[src/rtl/writeback_queue_pkg.sv]
// Shared types for the writeback queue: result-select codes, write FSM states,
// queue entry layout and the enqueue-time result mux.
package writeback_queue_pkg;

    localparam int REG_W  = 5;
    localparam int DATA_W = 32;

    typedef enum logic [1:0] {
        SRC_ALU = 2'b00,
        SRC_MEM = 2'b01,
        SRC_PC4 = 2'b10
    } result_src_t;

    typedef enum logic [1:0] {
        ST_IDLE   = 2'b00,
        ST_SETUP  = 2'b01,
        ST_STROBE = 2'b10
    } wb_state_t;

    typedef struct packed {
        logic [REG_W-1:0]  rd;
        logic [DATA_W-1:0] value;
    } wb_entry_t;

    // Code 2'b11 falls back to the ALU result.
    function automatic logic [DATA_W-1:0] select_result(
        input logic [1:0]        src,
        input logic [DATA_W-1:0] alu,
        input logic [DATA_W-1:0] mem,
        input logic [DATA_W-1:0] pc4
    );
        case (src)
            SRC_MEM: select_result = mem;
            SRC_PC4: select_result = pc4;
            default: select_result = alu;
        endcase
    endfunction

endpackage

[src/rtl/wbq_fifo.sv]
// Small synchronous FIFO holding pending register-file writes.
// The head entry is presented combinationally so the write FSM can load it on the pop edge.
module wbq_fifo #(
    parameter int DEPTH = 4,
    parameter int WIDTH = 37
) (
    input  logic             clk,
    input  logic             reset,
    input  logic             push,
    input  logic [WIDTH-1:0] push_data,
    input  logic             pop,
    output logic [WIDTH-1:0] head,
    output logic             full,
    output logic             empty
);

    localparam int PW = $clog2(DEPTH);

    logic [WIDTH-1:0] mem [DEPTH];
    logic [PW-1:0]    wr_ptr_reg;
    logic [PW-1:0]    rd_ptr_reg;
    logic [PW:0]      count_reg;
    logic             push_ok;
    logic             pop_ok;

    assign full    = (count_reg == (PW+1)'(DEPTH));
    assign empty   = (count_reg == '0);
    assign push_ok = push && !full;
    assign pop_ok  = pop && !empty;
    assign head    = mem[rd_ptr_reg];

    always_ff @(posedge clk) begin
        if (push_ok) begin
            mem[wr_ptr_reg] <= push_data;
        end
    end

    always_ff @(posedge clk or posedge reset) begin
        if (reset) begin
            wr_ptr_reg <= '0;
            rd_ptr_reg <= '0;
            count_reg  <= '0;
        end else begin
            if (push_ok) wr_ptr_reg <= wr_ptr_reg + PW'(1);
            if (pop_ok)  rd_ptr_reg <= rd_ptr_reg + PW'(1);
            case ({push_ok, pop_ok})
                2'b10:   count_reg <= count_reg + (PW+1)'(1);
                2'b01:   count_reg <= count_reg - (PW+1)'(1);
                default: count_reg <= count_reg;
            endcase
        end
    end

endmodule

[src/rtl/writeback_queue.sv]
// Writeback queue: buffers selected results, drains them to the register file with a
// SETUP/STROBE handshake, and tracks per-register pending writes for hazard queries.
module writeback_queue
    import writeback_queue_pkg::*;
#(
    parameter int DEPTH = 4
) (
    input  logic              clk,
    input  logic              reset,
    input  logic              in_valid,
    output logic              in_ready,
    input  logic [REG_W-1:0]  in_rd,
    input  logic [1:0]        in_resultsrc,
    input  logic [DATA_W-1:0] in_alu,
    input  logic [DATA_W-1:0] in_mem,
    input  logic [DATA_W-1:0] in_pcplus4,
    input  logic              rsv_valid,
    input  logic [REG_W-1:0]  rsv_rd,
    input  logic [REG_W-1:0]  q_rs1,
    input  logic [REG_W-1:0]  q_rs2,
    output logic              q_busy1,
    output logic              q_busy2,
    output logic [REG_W-1:0]  A3,
    output logic [DATA_W-1:0] WD3,
    output logic              WE3,
    output logic              empty,
    output logic              ovf
);

    wb_state_t         state_reg, state_next;
    wb_entry_t         push_entry, head;
    logic              push, pop, fifo_full, fifo_empty;
    logic [REG_W-1:0]  a3_reg;
    logic [DATA_W-1:0] wd3_reg;
    logic              ovf_reg;

    // Writes to x0 are acknowledged but never queued.
    assign push             = in_valid && in_ready && (in_rd != '0);
    assign push_entry.rd    = in_rd;
    assign push_entry.value = select_result(in_resultsrc, in_alu, in_mem, in_pcplus4);

    wbq_fifo #(
        .DEPTH (DEPTH),
        .WIDTH ($bits(wb_entry_t))
    ) u_fifo (
        .clk       (clk),
        .reset     (reset),
        .push      (push),
        .push_data (push_entry),
        .pop       (pop),
        .head      (head),
        .full      (fifo_full),
        .empty     (fifo_empty)
    );

    assign in_ready = !fifo_full;
    assign empty    = fifo_empty && (state_reg == ST_IDLE);
    assign WE3      = (state_reg == ST_STROBE);
    assign A3       = a3_reg;
    assign WD3      = wd3_reg;
    assign ovf      = ovf_reg;

    always_comb begin
        state_next = state_reg;
        pop        = 1'b0;
        case (state_reg)
            ST_IDLE: begin
                if (!fifo_empty) begin
                    pop        = 1'b1;
                    state_next = ST_SETUP;
                end
            end
            ST_SETUP: state_next = ST_STROBE;
            ST_STROBE: begin
                if (!fifo_empty) begin
                    pop        = 1'b1;
                    state_next = ST_SETUP;
                end else begin
                    state_next = ST_IDLE;
                end
            end
            default: state_next = ST_IDLE;
        endcase
    end

    // Address/data load only on a pop, which never coincides with WE3 staying high.
    always_ff @(posedge clk or posedge reset) begin
        if (reset) begin
            state_reg <= ST_IDLE;
            a3_reg    <= '0;
            wd3_reg   <= '0;
        end else begin
            state_reg <= state_next;
            if (pop) begin
                a3_reg  <= head.rd;
                wd3_reg <= head.value;
            end
        end
    end

    logic [31:0] busy_vec;
    logic [31:0] err_vec;
    logic        inc;
    logic        dec;

    assign inc         = rsv_valid && (rsv_rd != '0);
    assign dec         = (state_reg == ST_STROBE);
    assign busy_vec[0] = 1'b0;
    assign err_vec[0]  = 1'b0;

    genvar gi;
    generate
        for (gi = 1; gi < 32; gi++) begin : g_cnt
            logic [2:0] cnt_reg;
            logic       inc_hit;
            logic       dec_hit;

            assign inc_hit      = inc && (rsv_rd == REG_W'(gi));
            assign dec_hit      = dec && (a3_reg == REG_W'(gi));
            assign busy_vec[gi] = (cnt_reg != 3'd0);
            assign err_vec[gi]  = (inc_hit && !dec_hit && (cnt_reg == 3'd7)) ||
                                  (dec_hit && !inc_hit && (cnt_reg == 3'd0));

            always_ff @(posedge clk or posedge reset) begin
                if (reset) begin
                    cnt_reg <= '0;
                end else if (inc_hit && !dec_hit && (cnt_reg != 3'd7)) begin
                    cnt_reg <= cnt_reg + 3'd1;
                end else if (dec_hit && !inc_hit && (cnt_reg != 3'd0)) begin
                    cnt_reg <= cnt_reg - 3'd1;
                end
            end
        end
    endgenerate

    always_ff @(posedge clk or posedge reset) begin
        if (reset) begin
            ovf_reg <= 1'b0;
        end else if (|err_vec) begin
            ovf_reg <= 1'b1;
        end
    end

    assign q_busy1 = busy_vec[q_rs1];
    assign q_busy2 = busy_vec[q_rs2];

endmodule

[config.mk]
export PLATFORM = sky130hd
export DESIGN_NAME = writeback_queue
export DESIGN_NICKNAME = d
export VERILOG_FILES = /design/src/rtl/writeback_queue_pkg.sv /design/src/rtl/wbq_fifo.sv /design/src/rtl/writeback_queue.sv
export SDC_FILE = /design/constraint.sdc
export NUM_CORES = 1
export LEC_CHECK = 0
export CORE_ASPECT_RATIO = 1.2
export CORE_MARGIN = 2
export CORE_UTILIZATION = 50
export DETAILED_ROUTE_END_ITERATION = 6
export PLACE_DENSITY = 0.77
export SLEW_MARGIN = 40
export SYNTH_ARGS = -nofsm -noshare
export SYNTH_HDL_FRONTEND = slang
export SYNTH_SLANG_ARGS = --single-unit
[constraint.sdc]
create_clock -name clk -period 8.52 [get_ports clk]
set_input_delay 2.13 -clock clk [delete_from_list [all_inputs] [get_ports clk]]
set_output_delay 2.13 -clock clk [all_outputs]
set_load 0.05 [all_outputs]
==> key figures, run 1 <==
Global route
  – Grt met3 use: under 10%
  – Vias in the first global route: roughly 13,000
  – First-pass GRT wire length: between 60,000 and 70,000 µm
  – Most used routing layer in global routing: met2
  – M1 GR Usage: between 20% and 30%
  – Largest net degree at the start of global routing: between 70 and 80
  – Gr usage total: roughly a quarter
  – Met2 usage: approximately 43%
  – Initial antenna violation count: 1
  – GRT Residual Overflow: 0

Power and ir drop
  – Comb pwr share: roughly 40%
  – Leakage power: roughly 6.8 nW
  – Clock power share: 20.4%
  – Sequential Power Share: about two fifths
  – Power Internal: roughly 3.9 mW
  – Peak supply drop: between 0.00015 and 0.0002 V
  – Pwr per Cell Area: 335.1 nW/µm²
  – P_sw: approximately 2.7 mW
  – Switch share: roughly 40%

Critical path
  – CP cell instances: clkdlybuf4s50_1 > mux4_2 > a211o_1 > a31oi_1 > clkdlybuf4s50_1
  – Crit Path Max Fanout: 9
  – Top cell by count, worst path: clkdlybuf4s50_1
  – Worst path slowest cell: clkdlybuf4s50_1
  – Worst Path Required: about 6400 ps
  – Family with the most delay on the worst path: buffers and inverters
  – Worst setup SP type: input port
  – CP Buf/Inv Count: 2
  – Setup Crit Path Kind: in -> out
  – Largest stage delay, worst path: 820 ps
  – Worst path arrival time: 4760 ps
  – CP endpoint kind: output pin

Logic synthesis
  – Area leader, netlist: edfxtp_1
  – Top post-synthesis cells by area: edfxtp_1 27%, dfrtp_1 21%, mux4_2 6.6%
  – Library cells used by synthesis: between 70 and 80
  – Syn Inst Count: ~1,500
  – Async S/R FF share, synth: about half
  – Syn_nets: about 1,700
  – Leading register cell type out of synthesis: edfxtp_1
  – Yosys top cell area share: a little over a quarter
  – Yosys reg bits: 288
  – Post-Syn Area: between 15,000 and 20,000 µm²
  – Register area share after synthesis: between 40 and 50%
  – EDFF count, synth: about 150
  – Yosys warns: 0
  – Avg Cell Area, Syn: about 11 µm²

CTS
  – Clock sink count: approximately 290
  – H-tree depth: 1
  – Total CTS buffers: 30
  – # Post-CTS Setup Buffers: 0
  – Clock Latency Late Sink: ~580 ps
  – Worst-path clk slew: 60 ps
  – Hold-fix buffers, CTS: 0
  – Clock Path Buffers: 3
  – Clock root cell: clkbuf_16
  – CTS tree: done
  – Post-CTS Resized: 0

Finish
  – Max reg flops: ~150
  – Layout Utilization: roughly 59%
  – Antenna diode count: 0
  – Share of cells above drive strength 1: roughly an eighth
  – Nets@finish: 1,779
  – Area growth, synth to finish: 16.97%

Min path
  – HP Class: reg -> reg

Place
  – Final Wtd Congestion: just under 0.9
  – Final HPWL DP: roughly 30,000 µm
  – # port buffers: ~160

Route
  – Routed vias: about 13,000
  – DRC violations left: 0
  – WL final: roughly 43,000 µm
  – DRT iter0 DRCs: around 1,200
  – TritonRoute pass-1 iters: 5
  – Antenna Nets Post-Route: 0
  – Vias/cell: 6.344
  – Routed length per instance: 20.68 µm

STA
  – RSZ-0062 raised after global routing: no
  – Worst Skew: around 31 ps
  – Max Freq: around 0.15 GHz
  – Fin crit period: 6891 ps
  – Worst hold slack: 483.1 ps
  – Slew of the pin with the lowest slew margin: 962.1 ps
  – Ratio of final minimum period to clock period: 80.88%
  – Setup_tns: 0 ps
  – Relative slew slack: about 34%
  – Final setup fails: 0
  – Final Slew Violations: 0
  – Final Hold Viols: 0

Floorplan
  – Full die area: approximately 35,000 µm²
  – Starting density of the core: about 51%
  – I/O Pins: 165
  – Area of the core: 32,970 µm²
  – Die boundary width: 170.7 µm
  – Chip height: 204.0 µm
  – Cell Rows: 73

Outcome
  – Outcome: finished clean

Flow run
  – Max-cap viol count: 0
[power by group through the flow]
stage          logic, mW  clock network [mW]  registers [mW]
5_1_grt             2.85                1.41            2.66
3_5_place_dp        2.63                   0            2.57
6_report            2.64                1.33            2.57
2_1_floorplan       1.82                   0            2.58
4_1_cts             2.65                1.35            2.56
3_3_place_gp        2.54                   0            2.53
[final cells by class]
cell class,instances,area (µm²)
multi-input combinational,1112,8215
sequential,288,7949
clock buffer,43,830.8
fill,2681,13470
inverter,8,35.03
timing repair buffer,178,1754
tap,450,563.0
clock inverter,13,156.4
[cell usage in the layout, fill, tap and decap left out, types with 32 or more instances in the layout]
master,netlist,routed
nor2_1,97,97
o211ai_1,33,33
clkdlybuf4s50_1,0,164
a22oi_1,35,35
nand2_1,174,174
nand3_1,35,35
a21oi_1,48,48
edfxtp_1,148,148
dfrtp_1,140,139
a211oi_1,70,70
nor3_1,90,89
o21ai_0,82,82
mux2_2,50,50
mux4_2,49,49
fa_1,32,32
[cells in the mapped netlist (all sizes together), types with 15 or more instances]
library cell / n
o22ai: 29
nor4: 33
nand3: 35
nor2: 97
a31oi: 31
fa: 32
clkbuf: 84
nand2: 174
o21ai: 96
edfxtp: 148
mux4: 49
dfrtp: 140
o221a: 16
o211ai: 37
a22oi: 35
mux2: 53
xor2: 15
a21oi: 48
a211oi: 70
nor3: 90
buf: 42
[metrics by stage]
step                      area (µm²)  std cells  setup WS, ps  total power, mW
final                          19500       2092          1629            6.536
after global routing           19500       2092          1454            6.914
after CTS                      19490       2092          1612            6.558
after detailed placement       18510       2036          1616            5.204
after global placement         18480       2036          1615            5.070
after floorplan                16670       1534          2191            4.397
[cell families (layout without fill, tap and decap cells)]
kind of cell,after synthesis,count (layout),synth area share [%]
and+or+nand+nor,526,526,15.78
AOI/OAI and AO/OA,418,418,17.21
DFF,288,288,47.67
buffers and inverters,134,242,3.324
muxes,107,107,10.50
adders and majority gates,39,39,4.367
xor gates and xnor gates,22,22,1.156
[routing by layer]
metal	vias to the layer above	wire length [µm]
li1	6124	-
met2	514	21160
met5	-	0
met1	6509	16470
met3	124	3509
met4	0	2119
[worst register-to-register path, stage by stage (launching register included)]
cell       delay [ps]
dfrtp_1           670
nor4b_4           780
a211oi_1          300
a2111oi_0         830
nand4_1           160
or4_1             550
[final timing paths]
check / cells after the start / to / slack (ps) / startpoint
max in group asynchronous: 3 / g_cnt[5].cnt_reg[2] / 5340 / reset
max: 5 / q_busy1 / 1630 / q_rs1[0]
min in group asynchronous: 2 / WD3[24] / 2070 / reset
min: 1 / u_fifo.count_reg[2] / 480 / u_fifo.count_reg[2]
max reg2reg: 5 / ovf / 5060 / state_reg[0]
min reg2reg: 1 / u_fifo.count_reg[2] / 480 / u_fifo.count_reg[2]
Note: power is estimated with default switching activity, not from simulation.
==> inputs of run 2 (changes only) <==
clock period = 7.05 ns   (was 8.52 ns; I/O delays follow)
==> key figures, run 2 (synthesis gave the netlist of run 1 again) <==
Outcome
  – Outcome: finished clean

Route
  – Antenna Nets Post-Route: 0 (unchanged)
  – DRT iter0 DRCs: 1,115 (-4.0%)
  – Routed length per instance: 20.62 µm (-0.30%)
  – DRC violations left: 0 (unchanged)
  – Vias/cell: 6.354 (+0.16%)
  – TritonRoute pass-1 iters: 6 (+1)
  – WL final: 43,190 µm (-0.16%)
  – Routed vias: 13,311 (+0.30%)

STA
  – Worst Skew: 16.09 ps (-14.51 ps)
  – Ratio of final minimum period to clock period: roughly nine tenths
  – Max Freq: 0.1610 GHz
  – Relative slew slack: 37.45% (+3.2 points)
  – Slew of the pin with the lowest slew margin: 914.6 ps (-47.45 ps)
  – Final setup fails: 0 (unchanged)
  – RSZ-0062 raised after global routing: no
  – Fin crit period: 6209 ps
  – Final Slew Violations: 0 (unchanged)
  – Setup_tns: 0 ps (unchanged)
  – Final Hold Viols: 0 (unchanged)

Place
  – Final HPWL DP: 29,660 µm (-1.1%)
  – # port buffers: 164 (unchanged)
  – Final Wtd Congestion: 0.9208 (+3.6%)
  – Cells after DPL: 2,039 (+0.15%)
  – Placed inst area: 18,520 µm² (about the same)

Critical path
  – CP Buf/Inv Count: 2 (unchanged)
  – Family with the most delay on the worst path: buffers and inverters
  – CP cell instances: clkdlybuf4s50_1 > mux4_2 > a211o_1 > a31oi_1 > clkdlybuf4s50_1
  – Top cell by count, worst path: clkdlybuf4s50_1
  – Setup Crit Path Kind: in -> out
  – Worst setup SP type: input port
  – Worst Path Required: 5290 ps (-1100 ps)
  – Crit Path Max Fanout: 9 (unchanged)
  – Largest stage delay, worst path: 830 ps (about the same)
  – Worst path arrival time: 4450 ps (-310 ps)
  – Worst path slowest cell: clkdlybuf4s50_1
  – CP endpoint kind: output pin

Floorplan
  – I/O Pins: 165 (unchanged)
  – Die boundary width: 170.7 µm (unchanged)
  – Starting density of the core: 50.57% (unchanged)
  – Cell Rows: 73 (unchanged)
  – Chip height: 204.0 µm (unchanged)
  – Full die area: 34,830 µm² (unchanged)
  – Area of the core: 32,970 µm² (unchanged)

Finish
  – Area growth, synth to finish: 17.48%
  – Layout Utilization: 59.41% (+0.26 points)
  – Max reg flops: 148 (unchanged)
  – Share of cells above drive strength 1: 12.34% (+0.40 points)
  – Most common cell after layout, fill and taps aside: nand2_1
  – Post-route insts no fill: 2,095 (+0.14%)
  – Antenna diode count: 0 (unchanged)
  – Nets@finish: 1,782 (+0.17%)
  – Commonest non-fill, non-tap cells in the layout: 174 x nand2_1, 164 x clkdlybuf4s50_1, 148 x edfxtp_1
  – Post-route design area: 19,590 µm² (+0.44%)

Flow run
  – Max-cap viol count: 0 (unchanged)

Global route
  – Gr usage total: 25.06% (+0.062 points)
  – Initial antenna violation count: 0 (-1)
  – Vias in the first global route: 12,936 (-1.0%)
  – First-pass GRT wire length: 68,690 µm (+0.14%)
  – GRT Residual Overflow: 0 (unchanged)
  – Largest net degree at the start of global routing: 104 (+44%)

CTS
  – Clock Path Buffers: 3 (unchanged)
  – H-tree depth: 1 (unchanged)
  – CTS tree: done
  – Clock sink count: 288 (unchanged)
  – Total CTS buffers: 30 (unchanged)
  – Hold-fix buffers, CTS: 0 (unchanged)
  – # Post-CTS Setup Buffers: 0 (unchanged)
  – Worst-path clk slew: 60 ps (about the same)
  – Post-CTS Resized: 0 (unchanged)
  – Clock Latency Late Sink: 580 ps (about the same)
  – Clock root cell: clkbuf_16

Min path
  – HP Class: reg -> reg

Power and ir drop
  – Pwr per Cell Area: 407.6 nW/µm² (+22%)
  – Peak supply drop: 0.0002380 V (+32%)
  – Leakage power: 6.822 nW (+0.82%)
[run 2: final timing paths]
kind	from	to	slack, ps	depth (start not counted)
worst max-delay path	q_rs1[0]	q_busy1	840	5
worst min-delay path	u_fifo.count_reg[2]	u_fifo.count_reg[2]	490	1
worst max register to register	A3[0]	ovf	3660	6
worst min register to register	u_fifo.count_reg[2]	u_fifo.count_reg[2]	490	1
max in group asynchronous	reset	g_cnt[12].cnt_reg[0]	4340	3
min in group asynchronous	reset	WD3[4]	1640	2
[run 2: worst reg2reg max path, delay by kind of cell, from the launching register on]
| kind | cells | cell delay, ps |
|---|---|---|
| compound gates | 2 | 910 |
| flops | 1 | 740 |
| simple gates | 4 | 1600 |
[run 2: per-stage QoR]
stage | power (mW) | hold slack [ps] | setup slack (ps)
6_report | 7.984 | 487.4 | 840.7
5_1_grt | 8.443 | 510.7 | 745.2
3_5_place_dp | 6.271 | 478.6 | 841.9
3_3_place_gp | 6.135 | 477.2 | 860.4
4_1_cts | 8.001 | 486.9 | 837.6
2_1_floorplan | 5.314 | 454.7 | 1456
[run 2: routing by layer]
layer | vias to the layer above | track usage [%] | routed length (µm)
met3 | 107 | 5.577 | 3689
met4 | 0 | 11.23 | 1957
met5 | - | 0 | 0
met2 | 556 | 42.71 | 21020
li1 | 6131 | - | -
met1 | 6517 | 30.41 | 16520
[run 2: cell type report]
| class | count | area, µm² |
|---|---|---|
| inverter | 8 | 42.54 |
| fill | 2688 | 13380 |
| sequential | 288 | 7949 |
| clock buffer | 38 | 812.0 |
| timing repair buffer | 181 | 1773 |
| tap | 450 | 563.0 |
| multi-input combinational | 1112 | 8204 |
| clock inverter | 18 | 245.2 |
[run 2: power by group]
part	switching (mW)	internal, mW
Sequential	0.743	2.35
Clock	0.703	1.00
Combinational	1.78	1.40
